--- config.mk ---
export PLATFORM = sky130hd
export DESIGN_NAME = comprobador_compuertas
export DESIGN_NICKNAME = d
export VERILOG_FILES = /design/src/rtl/comp_pkg.sv /design/src/rtl/comprobador_compuertas_contador.sv /design/src/rtl/comprobador_compuertas.sv
export SDC_FILE = /design/constraint.sdc
export NUM_CORES = 1
export LEC_CHECK = 0
export CORE_MARGIN = 8
export CORE_UTILIZATION = 50
export CTS_BUF_LIST = sky130_fd_sc_hd__clkbuf_2
export CTS_CLUSTER_DIAMETER = 120
export CTS_CLUSTER_SIZE = 16
export DETAILED_ROUTE_END_ITERATION = 7
export PLACE_DENSITY = 0.77
export SETUP_SLACK_MARGIN = 0.4
export SLEW_MARGIN = 15
export SYNTH_ARGS = -nofsm -noshare
export SYNTH_HDL_FRONTEND = slang
export SYNTH_SLANG_ARGS = --single-unit
--- constraint.sdc ---
create_clock -name clk -period 7.9 [get_ports clk]
set_input_delay 1.58 -clock clk [delete_from_list [all_inputs] [get_ports clk]]
set_output_delay 1.58 -clock clk [all_outputs]
set_load 0.03 [all_outputs]
--- src/rtl/comp_pkg.sv ---
// Shared definitions for the gate-exercise lab checkers: FSM state encoding,
// golden gate functions and a small popcount helper.
package comp_pkg;

    typedef enum logic [2:0] {
        ST_IDLE   = 3'd0,
        ST_DRIVE  = 3'd1,
        ST_SETTLE = 3'd2,
        ST_SAMPLE = 3'd3,
        ST_DONE   = 3'd4
    } estado_t;

    function automatic logic gold_xor(input logic [1:0] v);
        return v[1] ^ v[0];
    endfunction

    function automatic logic gold_and(input logic [1:0] v);
        return v[1] & v[0];
    endfunction

    function automatic logic [2:0] popcount4(input logic [3:0] v);
        return 3'(v[0]) + 3'(v[1]) + 3'(v[2]) + 3'(v[3]);
    endfunction

endpackage

--- src/rtl/comprobador_compuertas_contador.sv ---
// Saturating error accumulator: clears on clr_i, otherwise adds a 3-bit
// increment when add_i is high and sticks at the all-ones maximum.
module contador_saturado #(
    parameter int ERR_W = 8
) (
    input  logic             clk_i,
    input  logic             rst_i,
    input  logic             clr_i,
    input  logic             add_i,
    input  logic [2:0]       inc_i,
    output logic [ERR_W-1:0] cuenta_o
);

    // Sum is wide enough for max count plus the largest increment.
    localparam int SUM_W = ((ERR_W > 3) ? ERR_W : 3) + 1;
    localparam logic [SUM_W-1:0] MAX_EXT = SUM_W'({ERR_W{1'b1}});

    logic [ERR_W-1:0] cuenta_q;
    logic [ERR_W-1:0] cuenta_d;
    logic [SUM_W-1:0] suma;

    always_comb begin
        suma     = SUM_W'(cuenta_q) + SUM_W'(inc_i);
        cuenta_d = cuenta_q;
        if (add_i) begin
            if (suma > MAX_EXT) begin
                cuenta_d = {ERR_W{1'b1}};
            end else begin
                cuenta_d = suma[ERR_W-1:0];
            end
        end
    end

    always_ff @(posedge clk_i) begin
        if (rst_i || clr_i) begin
            cuenta_q <= '0;
        end else begin
            cuenta_q <= cuenta_d;
        end
    end

    assign cuenta_o = cuenta_q;

endmodule

--- src/rtl/comprobador_compuertas.sv ---
// Response checker for the gate lab: sweeps all 2-bit vectors, samples the
// functional and NAND-structural XOR/AND outputs after a settle time and scores them.
module comprobador_compuertas
    import comp_pkg::*;
#(
    parameter int SETTLE_CYCLES = 2,
    parameter int NUM_SWEEPS    = 1,
    parameter int ERR_W         = 8
) (
    input  logic             clk,
    input  logic             rst,
    input  logic             start,
    output logic [1:0]       estimulo,
    input  logic [1:0]       rta_xor,
    input  logic [1:0]       rta_and,
    output logic             busy,
    output logic             done,
    output logic             pass,
    output logic [ERR_W-1:0] err_count,
    output logic [1:0]       first_err_vec,
    output logic             first_err_valid,
    output logic [2:0]       estado_dbg_o
);

    localparam int SW    = (SETTLE_CYCLES > 0) ? $clog2(SETTLE_CYCLES + 1) : 1;
    localparam int SWP_W = $clog2(NUM_SWEEPS + 1);
    localparam logic [SW-1:0]    SETTLE_LD  = SW'(SETTLE_CYCLES);
    localparam logic [SWP_W-1:0] LAST_SWEEP = SWP_W'(NUM_SWEEPS - 1);

    estado_t          estado_q;
    logic [1:0]       estimulo_q;
    logic [SWP_W-1:0] sweep_q;
    logic [SW-1:0]    settle_q;
    logic             busy_q;
    logic             done_q;
    logic             pass_q;
    logic [1:0]       first_err_vec_q;
    logic             first_err_valid_q;

    logic             gx;
    logic             ga;
    logic [3:0]       mism;
    logic [2:0]       n_mism;
    logic             acepta;
    logic             sumar;
    logic [ERR_W-1:0] cuenta;

    // start is a one-cycle request honoured only from IDLE or DONE; busy is
    // high for the whole run and done stays high until the next accepted start.
    always_comb begin
        gx     = gold_xor(estimulo_q);
        ga     = gold_and(estimulo_q);
        mism   = {rta_xor[1] != gx, rta_xor[0] != gx, rta_and[1] != ga, rta_and[0] != ga};
        n_mism = popcount4(mism);
        acepta = start && ((estado_q == ST_IDLE) || (estado_q == ST_DONE));
        sumar  = (estado_q == ST_SAMPLE);
    end

    contador_saturado #(
        .ERR_W(ERR_W)
    ) u_contador (
        .clk_i   (clk),
        .rst_i   (rst),
        .clr_i   (acepta),
        .add_i   (sumar),
        .inc_i   (n_mism),
        .cuenta_o(cuenta)
    );

    always_ff @(posedge clk) begin
        if (rst) begin
            estado_q          <= ST_IDLE;
            estimulo_q        <= 2'b00;
            sweep_q           <= '0;
            settle_q          <= '0;
            busy_q            <= 1'b0;
            done_q            <= 1'b0;
            pass_q            <= 1'b0;
            first_err_vec_q   <= 2'b00;
            first_err_valid_q <= 1'b0;
        end else begin
            case (estado_q)
                ST_IDLE, ST_DONE: begin
                    if (start) begin
                        done_q            <= 1'b0;
                        pass_q            <= 1'b0;
                        first_err_vec_q   <= 2'b00;
                        first_err_valid_q <= 1'b0;
                        estimulo_q        <= 2'b00;
                        sweep_q           <= '0;
                        busy_q            <= 1'b1;
                        estado_q          <= ST_DRIVE;
                    end
                end
                ST_DRIVE: begin
                    settle_q <= SETTLE_LD;
                    estado_q <= (SETTLE_CYCLES == 0) ? ST_SAMPLE : ST_SETTLE;
                end
                ST_SETTLE: begin
                    if (settle_q > SW'(1)) begin
                        settle_q <= settle_q - SW'(1);
                    end else begin
                        estado_q <= ST_SAMPLE;
                    end
                end
                ST_SAMPLE: begin
                    if ((mism != 4'b0000) && !first_err_valid_q) begin
                        first_err_vec_q   <= estimulo_q;
                        first_err_valid_q <= 1'b1;
                    end
                    if ((estimulo_q == 2'b11) && (sweep_q == LAST_SWEEP)) begin
                        // Saturation never wraps, so zero now plus zero new errors means clean.
                        busy_q   <= 1'b0;
                        done_q   <= 1'b1;
                        pass_q   <= (cuenta == '0) && (n_mism == 3'd0);
                        estado_q <= ST_DONE;
                    end else begin
                        if (estimulo_q == 2'b11) begin
                            sweep_q <= sweep_q + SWP_W'(1);
                        end
                        estimulo_q <= estimulo_q + 2'b01;
                        estado_q   <= ST_DRIVE;
                    end
                end
                default: estado_q <= ST_IDLE;
            endcase
        end
    end

    assign estimulo        = estimulo_q;
    assign busy            = busy_q;
    assign done            = done_q;
    assign pass            = pass_q;
    assign err_count       = cuenta;
    assign first_err_vec   = first_err_vec_q;
    assign first_err_valid = first_err_valid_q;
    assign estado_dbg_o    = estado_q;

endmodule

-- Word level (Yosys, flattened, before mapping)
Index checks and enable logic that the tools add are counted.
Widths: inputs -> output; s select.
- register bits: 22
- input port bits: 7
- logic and storage cells: 83
- output and inout bits: 19
- bitwise operators: 3
- magnitude comparators: 2
- mux-type cells: 25
- reduce and logical (&&, ||, !) cells: 20
- equality and inequality tests: 16
- add/subtract/negate cells: 7
- operator list (kind ; number):
    $pmux 2 s2 ; 3
    $pmux 3 s4 ; 1
    $pmux 1 s2 ; 5
    $add 8x3->9 ; 1
    $gt 9x8->1 const B ; 1
    $mux 3 ; 3
    $reduce_and 3->1 ; 3
    $logic_not 8->1 ; 1
    $mux 1 ; 8
    $mux 2 ; 4
    $mux 8 ; 1
    $ne 2x2->1 const B ; 4
    $eq 3x2->1 const B ; 2
    $logic_not 3->1 ; 2
    $ne 2x1->1 const B ; 3
    $logic_and 1x1->1 ; 4
    $ne 1x1->1 ; 4
    $reduce_and 2->1 ; 2
    $reduce_and 4->1 ; 1
    $reduce_bool 2->1 ; 2
    $reduce_bool 4->1 ; 1
    $add 2x1->3 ; 1
    $add 3x1->3 ; 1
    $eq 3x1->1 const B ; 1
    other kinds (13) ; 14

-- Depth between registers and ports, before layout
- depth in word-level cells: 9
- gate-level depth with buffers: 11
- mapped depth without buffers: 11

-- Modules after synthesis
Synthesis repeated with hierarchy kept, for this count alone.
- cells, all modules: 142
- area, all modules: 1266.2 µm²
- by module, submodules not included (module ; times used ; cells an instance ; sequential area each (µm²) ; area each (µm²)):
    comprobador_compuertas ; 1 ; 90 ; 280.3 ; 798.3
    contador_saturado ; 1 ; 52 ; 160.2 ; 467.9

-- Least setup slack after synthesis
No wires, ideal clock.
- path type: input to register
- from: input port rta_xor[1]
- to: register u_contador.cuenta_q[6], in the netlist u_contador.cuenta_o[6]
- setup slack: 4148 ps
- library setup time: 86 ps
- data required time: 7814 ps
- arrival time: 3666 ps
- path buffers: 0
- stages on the path: 10
- cells stage by stage: xor2_1 > ha_1 > ha_1 > ha_1 > inv_1 > fa_1 > nand2b_1 > a211oi_1 > nor2_1 > a211oi_1
- longest elaborated chain between the ends: 5
- RTL lines (item ; RTL line ; RTL):
    from (decl) ; comprobador_compuertas.sv:14 ; input logic [1:0] rta_xor,
    $ne 1x1->1 (*) ; comprobador_compuertas.sv:53 ; mism = {rta_xor[1] != gx, rta_xor[0] != gx, rta_and[1] != ga, rta_and[0] != ga};
    $add 3x1->3 (*) ; comp_pkg.sv:22 ; return 3'(v[0]) + 3'(v[1]) + 3'(v[2]) + 3'(v[3]);
    $add 8x3->9 (*) ; comprobador_compuertas_contador.sv:23 ; suma = SUM_W'(cuenta_q) + SUM_W'(inc_i);
    $gt 9x8->1 ; comprobador_compuertas_contador.sv:26 ; if (suma > MAX_EXT) begin
    $mux 8 (*) ; comprobador_compuertas_contador.sv:26 ;
    to (signal assigned) ; comprobador_compuertas_contador.sv:38 ; cuenta_q <= cuenta_d;
    to (decl) ; comprobador_compuertas_contador.sv:18 ; logic [ERR_W-1:0] cuenta_q;
Every way passes the cells marked *; elsewhere a longest branch is shown, timed or not.
A chain may end at the register's enable or synchronous reset.

-- Worst setup path after layout
- from: input port rta_and[0]
- to: register u_contador.cuenta_q[0], in the netlist u_contador.cuenta_o[0]
- longest elaborated chain between the ends: 7
- RTL lines (item ; RTL line ; RTL):
    from (decl) ; comprobador_compuertas.sv:15 ; input logic [1:0] rta_and,
    $ne 1x1->1 (*) ; comprobador_compuertas.sv:53 ;
    $add 1x1->2 (*) ; comp_pkg.sv:22 ;
    $add 2x1->3 (*) ; comp_pkg.sv:22 ;
    $add 3x1->3 (*) ; comp_pkg.sv:22 ;
    $add 8x3->9 (*) ; comprobador_compuertas_contador.sv:23 ;
    $gt 9x8->1 ; comprobador_compuertas_contador.sv:26 ;
    $mux 8 (*) ; comprobador_compuertas_contador.sv:26 ;
Marks and branches as above.

==> run summary <==
The flow ran to the end, and the final reports show no timing, DRC or antenna violations. The total inserted antenna cells is 0. The worst hold path terminates at sweep_q$_SDFFE_PP0P_. The sequential share of the synthesized area came out at 33.0%. The total of cells resized after clock tree synthesis came out at 0. The final-report setup violation count is 0. The routability congestion estimate is 0.869. The max-cap violation count came out at 0. In this run the mean area of a mapped cell was 9.28 µm². The critical path is of the primary input to register type. The number of sinks on the clock net came out at 22. The clock-pin slew on the worst setup and hold paths is 0.19 ns.

The TritonCTS clock tree is yes. After detailed routing, the number of vias per cell comes to 5.80. The type of element capturing the critical path is a register. The number of cells on the worst hold path came out at 2. At the worst endpoint, the required time is 8.18 ns. The filler cell count came out at 215. The final-report hold violation count is 0.

Setup repair after global routing left no endpoint under its margin. The share of synthesized flip-flops with an asynchronous set or reset is 0%. The core region is 0.00250 mm². The number of setup buffers added after CTS is 0. The count of unique library cells instantiated by Yosys came out at 44. The final worst clock skew is 0.0225 ns.

The count of yosys warnings during synthesis is 0. The biggest cell delay along the critical path came out at 0.56 ns. The number of buffers added by the clock tree synthesis step is 3. The clock latency at the later pin of the worst-skew pair came out at 0.34 ns. The final count of pins violating max slew came out at 0. The I/O pin count is 26. STA classifies the critical path startpoint as a primary input. The floorplan die width is 67.7 µm. The total die area is 0.00458 mm². After layout, the minimum clock period comes to 4.16 ns. In this run the critical register-to-register path is launched from estimulo[0]$_SDFFE_PP0P_. The count of hold buffers inserted by post-cts repair came out at 0.

Entering global routing, the biggest net connects 19 pins. The number of cells on the worst reg-to-reg path is 11. The final layout contains routed wiring with a total length of 2960 µm. The worst hold path begins at sweep_q$_SDFFE_PP0P_. The fraction of synthesized cell area taken by the top area cell type is 33.0%. The period utilization came out at 52.7%. Traced cell by cell, the critical path runs through clkdlybuf4s50_1 -> xor2_1 -> ha_1 -> ha_1 -> ha_1 -> inv_1 -> fa_1 -> and2b_1 -> o21ai_1 -> o21ai_1 -> o221a_1. Synthesis produced a netlist whose cell count is 144. The maximum level of the CTS H-tree came out at 1. The relative max-transition margin is 57.8%. For this run, the detailed router's first-pass iteration total came to 4. The number of enable flip-flop cells after synthesis came out at 0. The total number of vias is 1142. The routed wire length per instance came out at 15.0 µm. The vertical die dimension came out at 67.7 µm.

The worst-case IR drop observed on VDD is 0.125 mV. Timing analysis after detailed placement gives a worst setup slack of 3.45 ns. The final worst setup slack is 3.74 ns. The number of antenna violations at the first check in global routing is 0. The slew at the pin closest to its max-slew limit is 0.631 ns. The arrival time at the worst endpoint is 4.44 ns. The register-to-register path setup slack came out at 4.73 ns. For this run, the top clock speed supported by timing is 240 MHz. Global routing finished with a remaining overflow of 0. The initial utilization of the core area, before any placement, comes to 53.5%. The cell area power density is 164 mW/mm². The leakage power came out at 0.000627 µW. The floorplan has 18 rows. In this run the critical register-to-register path is captured at u_contador.cuenta_o[0]$_SDFFE_PP0P_.

The wire length of the first global-routing pass came out at 5040 µm. Including well taps, the total number of placed cells is 193. The number of input and output port buffers inserted came out at 25.

The cell area after technology mapping is 0.00134 mm². The peak fanout along the critical path came out at 5. On the critical path, the stage with the largest delay is an instance of clkdlybuf4s50_1. The path category of the worst min-delay check is register to register. The DRC violations left is 0.

By count the netlist is led by dfxtp_1, nor2_1, nand2_1. The tree is rooted in a clkbuf_2. The most numerous cell type found on the critical path is ha_1. By area the synthesized netlist is led by dfxtp_1, ha_1, mux2i_1. The final net count is 184. The cell type with the highest aggregate area in the netlist is dfxtp_1. The estimated wirelength of the detail-placed design is 2280 µm.

The maximum clock path buffer count came out at 2. The number of global-route vias before repair was 1164. Among all flip-flop cells after synthesis, the most frequent one is dfxtp_1. The final standard cell count with taps included and fillers excluded is 197.

The total track usage is 13.8%. Cells with a size suffix above 1 make up 8.38% of the layout. The summed negative setup slack over all endpoints is 0 ns. The area growth from synthesis to layout came out at 21.5%. The DRC violation total after the first TritonRoute iteration is 29. The count of state elements after synthesis came out at 22. The synthesized netlist net count came out at 160. The post-route antenna net violation count came out at 0. The library cell with the highest instance count after synthesis is dfxtp_1.
cells by family (layout without fill, tap and decap cells):
family | count (synthesis) | after routing | share of synthesized area [%]
buffers and inverters | 13 | 36 | 5.34
muxes | 7 | 7 | 5.71
AOI/OAI and AO/OA | 31 | 31 | 18.1
DFF | 22 | 22 | 33.0
and+or+nand+nor | 57 | 57 | 25.7
xor gates and xnor gates | 5 | 5 | 3.28
adders and majority gates | 9 | 9 | 8.99
per-stage QoR:
| step | cell area [µm²] | power, µW | util (%) | hold slack (ns) |
|---|---|---|---|---|
| after floorplan | 1340 | 173 | - | 0.432 |
| after global placement | 1580 | 186 | 63.2 | 0.438 |
| after detailed placement | 1580 | 190 | 63.2 | 0.447 |
| after CTS | 1620 | 269 | 65.0 | 0.471 |
| after global routing | 1620 | 282 | 65.0 | 0.503 |
| final | 1620 | 267 | 65.0 | 0.470 |
worst max-delay path by stage:
stage                     from                                  end  slack, ns  cells past startpoint
finish              rta_and[0]  u_contador.cuenta_o[0]$_SDFFE_PP0P_       3.74                     11
global placement    rta_and[1]  u_contador.cuenta_o[6]$_SDFFE_PP0P_       3.54                     11
global route        rta_and[0]  u_contador.cuenta_o[0]$_SDFFE_PP0P_       3.57                     11
detailed placement  rta_and[0]  u_contador.cuenta_o[0]$_SDFFE_PP0P_       3.45                     11
floorplan           rta_xor[1]  u_contador.cuenta_o[6]$_SDFFE_PP0P_       4.15                     10
CTS                 rta_and[0]  u_contador.cuenta_o[0]$_SDFFE_PP0P_       3.76                     11
worst max-delay path: cells and delay by family:
| family | cells | cell delay, ns |
|---|---|---|
| adders and majority gates | 4 | 1.21 |
| buffers and inverters | 2 | 0.63 |
| AOI/OAI and AO/OA | 3 | 0.58 |
| and+or+nand+nor | 1 | 0.26 |
| xor gates and xnor gates | 1 | 0.18 |
state kept, by name, indices dropped and copies added (netlist names):
register and count:
u_contador.cuenta_o 8, estado_dbg_o 3, estimulo 2, first_err_vec 2
settle_q 2, busy 1, done 1, first_err_valid 1
pass 1, sweep_q 1
layout make-up:
class	count	area, µm²	area share, %
Multi-Input combinational cell	109	825	50.8
Sequential cell	22	440	27.1
Timing Repair Buffer	25	250	15.4
Tap cell	30	37.5	2.31
Clock inverter	1	30.0	1.85
Inverter	7	26.3	1.62
Clock buffer	3	15.0	0.924
cells in the final DEF (no fill, tap or decap), types with 3 or more instances in the layout:
| master | netlist | layout |
|---|---|---|
| nor2b_1 | 3 | 3 |
| dfxtp_1 | 22 | 22 |
| xor2_1 | 3 | 3 |
| clkdlybuf4s50_1 | 0 | 25 |
| nor3_1 | 4 | 4 |
| o211ai_1 | 3 | 3 |
| a21oi_1 | 8 | 8 |
| nand2_1 | 9 | 9 |
| nor2_1 | 11 | 11 |
| inv_1 | 7 | 7 |
| nand3_1 | 5 | 5 |
| a211oi_1 | 3 | 3 |
| nand2b_1 | 5 | 5 |
| nand3b_1 | 3 | 3 |
| mux2i_1 | 5 | 5 |
| o221a_1 | 3 | 3 |
| ha_1 | 8 | 8 |
| o21ai_0 | 3 | 3 |
| clkbuf_2 | 0 | 3 |
per-layer routing:
metal	vias up	global-route usage, %	wire, µm
li1	570	-	-
met1	537	16.1	1310
met2	29	23.8	1450
met3	6	2.98	154
met4	0	5.48	45
met5	-	0	0
where the power goes:
group	switching, µW	leakage (µW)	internal (µW)
clock	35.3	0.0000266	43.7
sequential	9.18	0.000178	116
combinational	35.3	0.000423	27.2
Power figures use the tool's default switching activity.
